--- config.mk ---
export PLATFORM = sky130hd
export DESIGN_NAME = axi_stream_master_tx
export DESIGN_NICKNAME = d
export VERILOG_FILES = /design/src/rtl/axi_stream_master_tx.sv
export SDC_FILE = /design/constraint.sdc
export NUM_CORES = 1
export LEC_CHECK = 0
export CAP_MARGIN = 20
export CORE_MARGIN = 4
export CORE_UTILIZATION = 60
export DETAILED_ROUTE_END_ITERATION = 16
export PLACE_DENSITY = 0.75
export SLEW_MARGIN = 10
export SYNTH_ARGS = -nofsm -noshare
export SYNTH_HDL_FRONTEND = slang
export SYNTH_SLANG_ARGS = --single-unit
--- constraint.sdc ---
create_clock -name m00_axis_aclk -period 7.5 [get_ports m00_axis_aclk]
set_input_delay 1.5 -clock m00_axis_aclk [delete_from_list [all_inputs] [get_ports m00_axis_aclk]]
set_output_delay 1.5 -clock m00_axis_aclk [all_outputs]
set_load 0.05 [all_outputs]
--- src/rtl/axi_stream_master_tx.sv ---
// AXI4-Stream master fed by a write-side circular FIFO, with one output
// register and an optional forced idle gap after each tlast beat.
module axi_stream_master_tx #(
    parameter int C_M_AXIS_TDATA_WIDTH = 32,
    parameter int FIFO_DEPTH           = 16,
    parameter int PKT_GAP              = 2
) (
    input  logic                                m00_axis_aclk,
    input  logic                                m00_axis_areset,

    input  logic                                in_wr_en,
    input  logic [C_M_AXIS_TDATA_WIDTH-1:0]     in_wr_data,
    input  logic                                in_wr_last,
    output logic                                in_full,
    output logic [$clog2(FIFO_DEPTH):0]         in_count,
    output logic                                in_overflow,

    output logic                                m00_axis_tvalid,
    input  logic                                m00_axis_tready,
    output logic [C_M_AXIS_TDATA_WIDTH-1:0]     m00_axis_tdata,
    output logic [C_M_AXIS_TDATA_WIDTH/8-1:0]   m00_axis_tstrb,
    output logic                                m00_axis_tlast
);

    localparam int AW = $clog2(FIFO_DEPTH);
    localparam int CW = AW + 1;
    localparam int GW = (PKT_GAP > 1) ? $clog2(PKT_GAP) : 1;
    localparam logic [GW-1:0] GAP_LAST = GW'((PKT_GAP > 0) ? PKT_GAP - 1 : 0);

    typedef struct packed {
        logic                            last;
        logic [C_M_AXIS_TDATA_WIDTH-1:0] data;
    } word_t;

    typedef enum logic [1:0] {
        S_IDLE,
        S_VALID,
        S_GAP
    } state_t;

    word_t          mem [FIFO_DEPTH];
    logic [AW-1:0]  wr_ptr;
    logic [AW-1:0]  rd_ptr;
    logic [CW-1:0]  count;
    logic [CW-1:0]  count_next;
    logic           full;
    logic           overflow;

    state_t         state;
    state_t         state_next;
    logic [GW-1:0]  gap_cnt;
    word_t          out_word;

    word_t          in_word;
    word_t          head;
    logic           push;
    logic           fifo_empty;
    logic           avail;
    logic           load;
    logic           bypass;
    logic           fifo_wr;
    logic           fifo_rd;
    logic           gap_clr;
    logic           gap_inc;

    assign in_word    = {in_wr_last, in_wr_data};
    assign push       = in_wr_en && !full;
    assign fifo_empty = (count == '0);

    // An empty FIFO lets an incoming write go straight to the output register,
    // giving one-cycle latency and bubble-free streaming of live writes.
    assign avail   = !fifo_empty || push;
    assign head    = fifo_empty ? in_word : mem[rd_ptr];
    assign bypass  = load && fifo_empty;
    assign fifo_wr = push && !bypass;
    assign fifo_rd = load && !fifo_empty;

    always_comb begin
        case ({fifo_wr, fifo_rd})
            2'b10:   count_next = count + CW'(1);
            2'b01:   count_next = count - CW'(1);
            default: count_next = count;
        endcase
    end

    // NOTE: sequential state uses non-blocking assignments so every register
    // samples the pre-edge values of its peers, independent of block order.
    always_ff @(posedge m00_axis_aclk or posedge m00_axis_areset) begin
        if (m00_axis_areset) begin
            wr_ptr   <= '0;
            rd_ptr   <= '0;
            count    <= '0;
            full     <= 1'b0;
            overflow <= 1'b0;
        end else begin
            if (fifo_wr) wr_ptr <= wr_ptr + AW'(1);
            if (fifo_rd) rd_ptr <= rd_ptr + AW'(1);
            count    <= count_next;
            full     <= (count_next == CW'(FIFO_DEPTH));
            overflow <= overflow || (in_wr_en && full);
        end
    end

    // NOTE: the storage array has no reset; pointers and count define which
    // entries are meaningful, so clearing the data would only cost logic.
    always_ff @(posedge m00_axis_aclk) begin
        if (fifo_wr) mem[wr_ptr] <= in_word;
    end

    // NOTE: every signal driven here gets a default first, so no path can
    // leave one unassigned and infer a latch.
    always_comb begin
        state_next = state;
        load       = 1'b0;
        gap_clr    = 1'b0;
        gap_inc    = 1'b0;
        case (state)
            S_IDLE: begin
                if (avail) begin
                    load       = 1'b1;
                    state_next = S_VALID;
                end
            end
            S_VALID: begin
                if (m00_axis_tready) begin
                    if (out_word.last && (PKT_GAP > 0)) begin
                        gap_clr    = 1'b1;
                        state_next = S_GAP;
                    end else if (avail) begin
                        load = 1'b1;
                    end else begin
                        state_next = S_IDLE;
                    end
                end
            end
            S_GAP: begin
                if (gap_cnt == GAP_LAST) begin
                    if (avail) begin
                        load       = 1'b1;
                        state_next = S_VALID;
                    end else begin
                        state_next = S_IDLE;
                    end
                end else begin
                    gap_inc = 1'b1;
                end
            end
            default: state_next = S_IDLE;
        endcase
    end

    always_ff @(posedge m00_axis_aclk or posedge m00_axis_areset) begin
        if (m00_axis_areset) begin
            state    <= S_IDLE;
            gap_cnt  <= '0;
            out_word <= '0;
        end else begin
            state <= state_next;
            if (gap_clr)      gap_cnt <= '0;
            else if (gap_inc) gap_cnt <= gap_cnt + GW'(1);
            if (load) out_word <= head;
        end
    end

    // tvalid is a pure decode of the state register, never of tready.
    assign m00_axis_tvalid = (state == S_VALID);
    assign m00_axis_tdata  = out_word.data;
    assign m00_axis_tlast  = out_word.last;
    assign m00_axis_tstrb  = '1;

    assign in_full     = full;
    assign in_count    = count;
    assign in_overflow = overflow;

endmodule

# Word level (Yosys, flattened, before mapping)
# Memories as Yosys holds them, arrays and structs flattened.
# Index checks and enable logic that the tools add are counted.
# classes
addsub	5
mul	0
div	0
magnitude_cmp	0
n_eq_ne	9
shifts	0
mux	23
bitwise_logic	0
reduce_logical	14
# ops
operator	n
33-bit 2-to-1 mux	1
1-bit 2-to-1 mux	14
2-bit 2-to-1 mux	5
5-bit case mux with 2 select lines	1
4-bit by 1-bit adder with 4-bit output, second input constant	2
2-bit case mux with 3 select lines	1
5-bit by 1-bit adder with 5-bit output, second input constant	1
5-bit equality test, second input constant	1
1-bit logical AND	5
5-bit zero test	1
5-bit by 1-bit subtractor with 5-bit output, second input constant	1
2-bit by 1-bit equality test with 1-bit output, second input constant	2
2-bit equality test, second input constant	2
2-bit inequality test, second input constant	2
4-bit AND reduction	1
1-bit zero test	3
3-bit inequality test, second input constant	1
1-bit case mux with 3 select lines	1
2-bit zero test	1
1-bit logical OR	2
2-bit by 1-bit inequality test with 1-bit output, second input constant	1
2-bit nonzero test	1
1-bit adder, second input constant	1
# totals
reg_bits	51
latch_bits	0
ramBits	528
mem_bits_ro	0
input_bits	37
output_inout_bits	45
elab_cells	61
memories	1
# mem_list
memory	words	word_bits	rd	rd_ports_with_merged_regs	write_ports	line	text
mem	16	33	1	0	1	41	word_t mem [FIFO_DEPTH];

# Logic depth before layout (Yosys ltp)
# logic_depth
word_depth	13
ltp_mapped	10
ltp_nobuf	10

# Worst setup path after synthesis
# OpenSTA, ideal clock, no wires.
# synth_path
path_type	input-to-reg
from	in in_wr_en
to	mem mem[0][0] (netlist bit) (enable)
setup_time_ns	0.518
arrival_time_ns	5.854
required_ns	6.982
slack_ns	1.129
path_stages	5
n_path_buf	1
cell_sequence	nor2b_1 > clkbuf_1 > a21boi_1 > inv_1 > nor4b_1
# synth_between
elab_chain_len	11
word_cells_on_any_way	12
classes_between	mux: 7; reduce/logical: 5
# synth_rtl
item	line	text
start: declaration	11	input logic in_wr_en,
1-bit logical AND (*)	67	assign push = in_wr_en && !full;
1-bit logical OR	72	assign avail = !fifo_empty || push;
1-bit 2-to-1 mux	119, 129, 138	
1-bit 2-to-1 mux	126	if (out_word.last && (PKT_GAP > 0)) begin
1-bit 2-to-1 mux	125	if (m00_axis_tready) begin
1-bit case mux with 3 select lines	117	case (state)
1-bit logical AND	74	assign bypass = load && fifo_empty;
1-bit zero test	75	assign fifo_wr = push && !bypass;
1-bit logical AND (*)	75	
1-bit 2-to-1 mux (*)	107	if (fifo_wr) mem[wr_ptr] <= in_word;
1-bit 2-to-1 mux (implied by the code) (*)	107	
end: declaration	41	
# Every way passes the cells marked *; elsewhere a longest branch is shown, timed or not.

# Final worst setup path
# layout_path
from	in in_wr_en
to	reg full, in the netlist in_full
# layout_between
elab_chain_len	12
word_cells_on_any_way	15
classes_between	eq/ne: 3; mux: 6; reduce/logical: 6
# layout_rtl
item	line	text
1-bit logical AND (*)	67	
1-bit logical OR	72	
1-bit 2-to-1 mux	119, 129, 138	
1-bit 2-to-1 mux	126	
1-bit 2-to-1 mux	125	
1-bit case mux with 3 select lines	117	
1-bit logical AND	74	
1-bit zero test	75	
1-bit logical AND	75	
2-bit by 1-bit equality test with 1-bit output / 2-bit equality test (equally long branches)	79	case ({fifo_wr, fifo_rd})
5-bit case mux with 2 select lines (*)	79	
5-bit equality test (*)	99	full <= (count_next == CW'(FIFO_DEPTH));
end signal: assignment	99	
end: declaration	46	logic full;
# Marked as above.
# A chain may end at the register's enable or synchronous reset.

==> flow_summary.json <==
{
  "status": "completed",
  "fp-row-count": 71,
  "yosys.area_share.xor_xnor_pct": 0.304,
  "wl_um": 48700,
  "ys.flop_type": "edfxtp_1",
  "gr-usage-all-layers_pct": 23.9,
  "synth-compound-area-share_pct": 1.26,
  "grt_max_degree": 72,
  "period_minus_slack_ns": 5.14,
  "io_buffers": 77,
  "wl_per_cell_um": 27.8,
  "maxCapViolations": 0,
  "fillCellCount": 2276,
  "setup.worst_path.class": "primary input to flop",
  "core_area_mm2": 0.0378,
  "antenna_found_initial": 0,
  "maxSlewViolCount": 0,
  "setup-violations-final": 0,
  "cellLeakagePower_nw": 8.45,
  "drc": 0,
  "via_count": 11600,
  "synth_simple_gate_area_share_pct": 5.11,
  "crit_family": "compound AO/OA/AOI/OAI gates",
  "slew_headroom_pct": 25.8,
  "fmax_mhz": 195,
  "synth_cell_type_count": 46,
  "startpoint_type": "primary input",
  "clockBufferDepth": 3,
  "multi_input_area_mm2": 0.00549,
  "skew_ns": 0.0255,
  "ys_seq_area_share_pct": 74.4,
  "die_h_um": 204,
  "path_cells": "clkdlybuf4s50_1 > nor2b_4 > buf_4 > a21boi_1 > inv_1 > ha_1 > fa_1 > a21o_1 > a2111oi_0 > nand4b_1 > a211oi_1",
  "synth_area_per_cell_um2": 20.5,
  "crit_slowest_cell": "a21boi_1",
  "final_cell_mix": "edfxtp_1 (528), mux4_2 (132), nand4_1 (99)",
  "syn_inst": 1121,
  "worstPathRequired_ns": 7.96,
  "crit_buf_inv": 3,
  "cts_sinks": 579,
  "antennaDiodeCount": 0,
  "drtIter0Drc": 1240,
  "tritoncts": "built",
  "worst_hold_path_type": "flop to flop",
  "cts-htree-levels": 2,
  "dp_hpwl_um": 25200,
  "firstDrtPassIters": 5,
  "synthMuxAreaShare_pct": 16.2,
  "antenna_left": 0,
  "path_clk_slew_ns": 0.06,
  "vias_per_cell": 6.61,
  "die_w_um": 204,
  "io_pins": 82,
  "grt_pass1_wl_um": 74300,
  "grt_overflow": 0,
  "end_kind": "flop",
  "post_cts_buffers": 0,
  "drive_above_1_share_pct": 24.3,
  "ys_warn_count": 0,
  "cts_resized": 0,
  "area_delta_synth_final_pct": 13.4,
  "synth-edff-count": 528,
  "seqCellArea_mm2": 0.0171,
  "synth-async-reset-ratio_pct": 8.81,
  "synth_top_family_by_area": "multiplexers",
  "cp_max_fo": 37,
  "insertion_delay_ns": 0.60,
  "nets": 1243,
  "cts_buffers": 55,
  "rsz0062_at_grt": "false",
  "utilization_pct": 69.2,
  "hold_viol": 0,
  "max_stage_delay_ns": 0.87,
  "critPathArrivalTime_ns": 5.60,
  "period_share_pct": 68.5,
  "cts_hold_buffers": 0,
  "start_util_pct": 61.0,
  "powerDensity_mw_per_mm2": 398,
  "irDropWorstVdd_v": 0.000263,
  "place_congestion": 0.777,
  "synthAdderAreaFrac_pct": 0.576,
  "syn_area_mm2": 0.0230,
  "worst_slew_pin_slew_ns": 1.11,
  "final_common_cell": "edfxtp_1",
  "dieArea_mm2": 0.0416,
  "ys_ff_latch": 579,
  "clockRootBuffer": "clkbuf_16",
  "grt_pass1_vias": 11800,
  "fin_setup_tns_ns": 0
}
## worst register-to-register path, delay by kind of cell (launching register included)
| family | cells | cell delay (ns) |
|---|---|---|
| compound gates | 2 | 0.69 |
| fa+ha+maj | 2 | 0.82 |
| buf+inv | 2 | 0.97 |
| flops | 1 | 0.42 |
| mux | 1 | 0.28 |
| simple gates | 3 | 1.14 |
## kinds of logic (layout without fill, tap and decap cells)
group / count (synthesis) / after routing
flops: 579 / 579
mux: 203 / 203
simple gates: 175 / 175
buf+inv: 94 / 211
compound gates: 51 / 51
fa+ha+maj: 10 / 10
xor+xnor: 8 / 8
other cells: 1 / 4
## flip-flops by register name, summed over array words and instances, names as in the netlist, 2 cells and up
register and count:
wr_ptr 4, rd_ptr 4, m00_axis_tdata 32, in_count 5, state 2, mem 528
## path summary, 6_finish.rpt
path,slack (ns),from,depth (start not counted),to
min in group asynchronous,1.49,m00_axis_areset,3,state[1]
min,0.45,in_overflow,1,in_overflow
max reg2reg,3.09,in_count[3],10,in_full
max in group asynchronous,5.38,m00_axis_areset,3,rd_ptr[1]
max,2.36,in_wr_en,11,in_full
min reg2reg,0.45,in_overflow,1,in_overflow
## routing by layer
| layer | up-vias | GRT usage, % | wire length, µm |
|---|---|---|---|
| li1 | 4891 | - | - |
| met1 | 6029 | 34.8 | 19700 |
| met3 | 77 | 4.17 | 3890 |
| met4 | 0 | 6.77 | 1040 |
| met2 | 580 | 38.3 | 24000 |
| met5 | - | 0 | 0 |
## layout make-up
class                      count  share of cell area (%)
clock buffer                  68                    5.57
clock inverter                34                    1.33
inverter                       9                   0.129
multi-input combinational    451                    21.0
sequential                   579                    65.7
tap                          511                    2.45
timing repair buffer         100                    3.83
## Yosys cell counts (3+ instances only)
library cell / number / area (µm²)
inv_1: 9 / 33.8
nor3_1: 3 / 15.0
mux4_2: 132 / 2970
buf_4: 11 / 82.6
o21ai_0: 36 / 180
buf_2: 18 / 90.1
buf_6: 9 / 101
and4b_1: 8 / 80.1
a21oi_1: 3 / 15.0
mux2i_1: 34 / 340
and4_1: 4 / 35.0
mux2_2: 37 / 417
nand4_1: 99 / 619
nor2b_1: 3 / 18.8
nor4b_1: 4 / 35.0
edfxtp_1: 528 / 15900
clkbuf_1: 40 / 150
buf_1: 7 / 26.3
dfrtp_1: 51 / 1280
xnor2_1: 6 / 52.6
ha_1: 9 / 113
nand3_1: 4 / 20.0
nor2_1: 3 / 11.3
or4_1: 35 / 263
## where the power goes
part / total [W] / switching (W) / internal (W)
clock network: 0.00277 / 0.00115 / 0.00162
logic: 0.00321 / 0.00177 / 0.00144
registers: 0.00442 / 0.000438 / 0.00398
total: 0.0104 / 0.00335 / 0.00705
## stage by stage
stage / instance area (µm²) / hold WS (ns) / setup slack (ns) / power, W / cells
6_report: 26100 / 0.455 / 2.36 / 0.0104 / 1752
5_1_grt: 26100 / 0.481 / 2.08 / 0.0109 / 1752
4_1_cts: 26000 / 0.461 / 2.58 / 0.0105 / 1748
3_5_place_dp: 24200 / 0.447 / 1.99 / 0.00768 / 1646
3_3_place_gp: 24200 / 0.442 / 2.19 / 0.00760 / 1646
2_1_floorplan: 23000 / 0.473 / 1.13 / 0.00676 / 1124
Power figures use the tool's default switching activity.
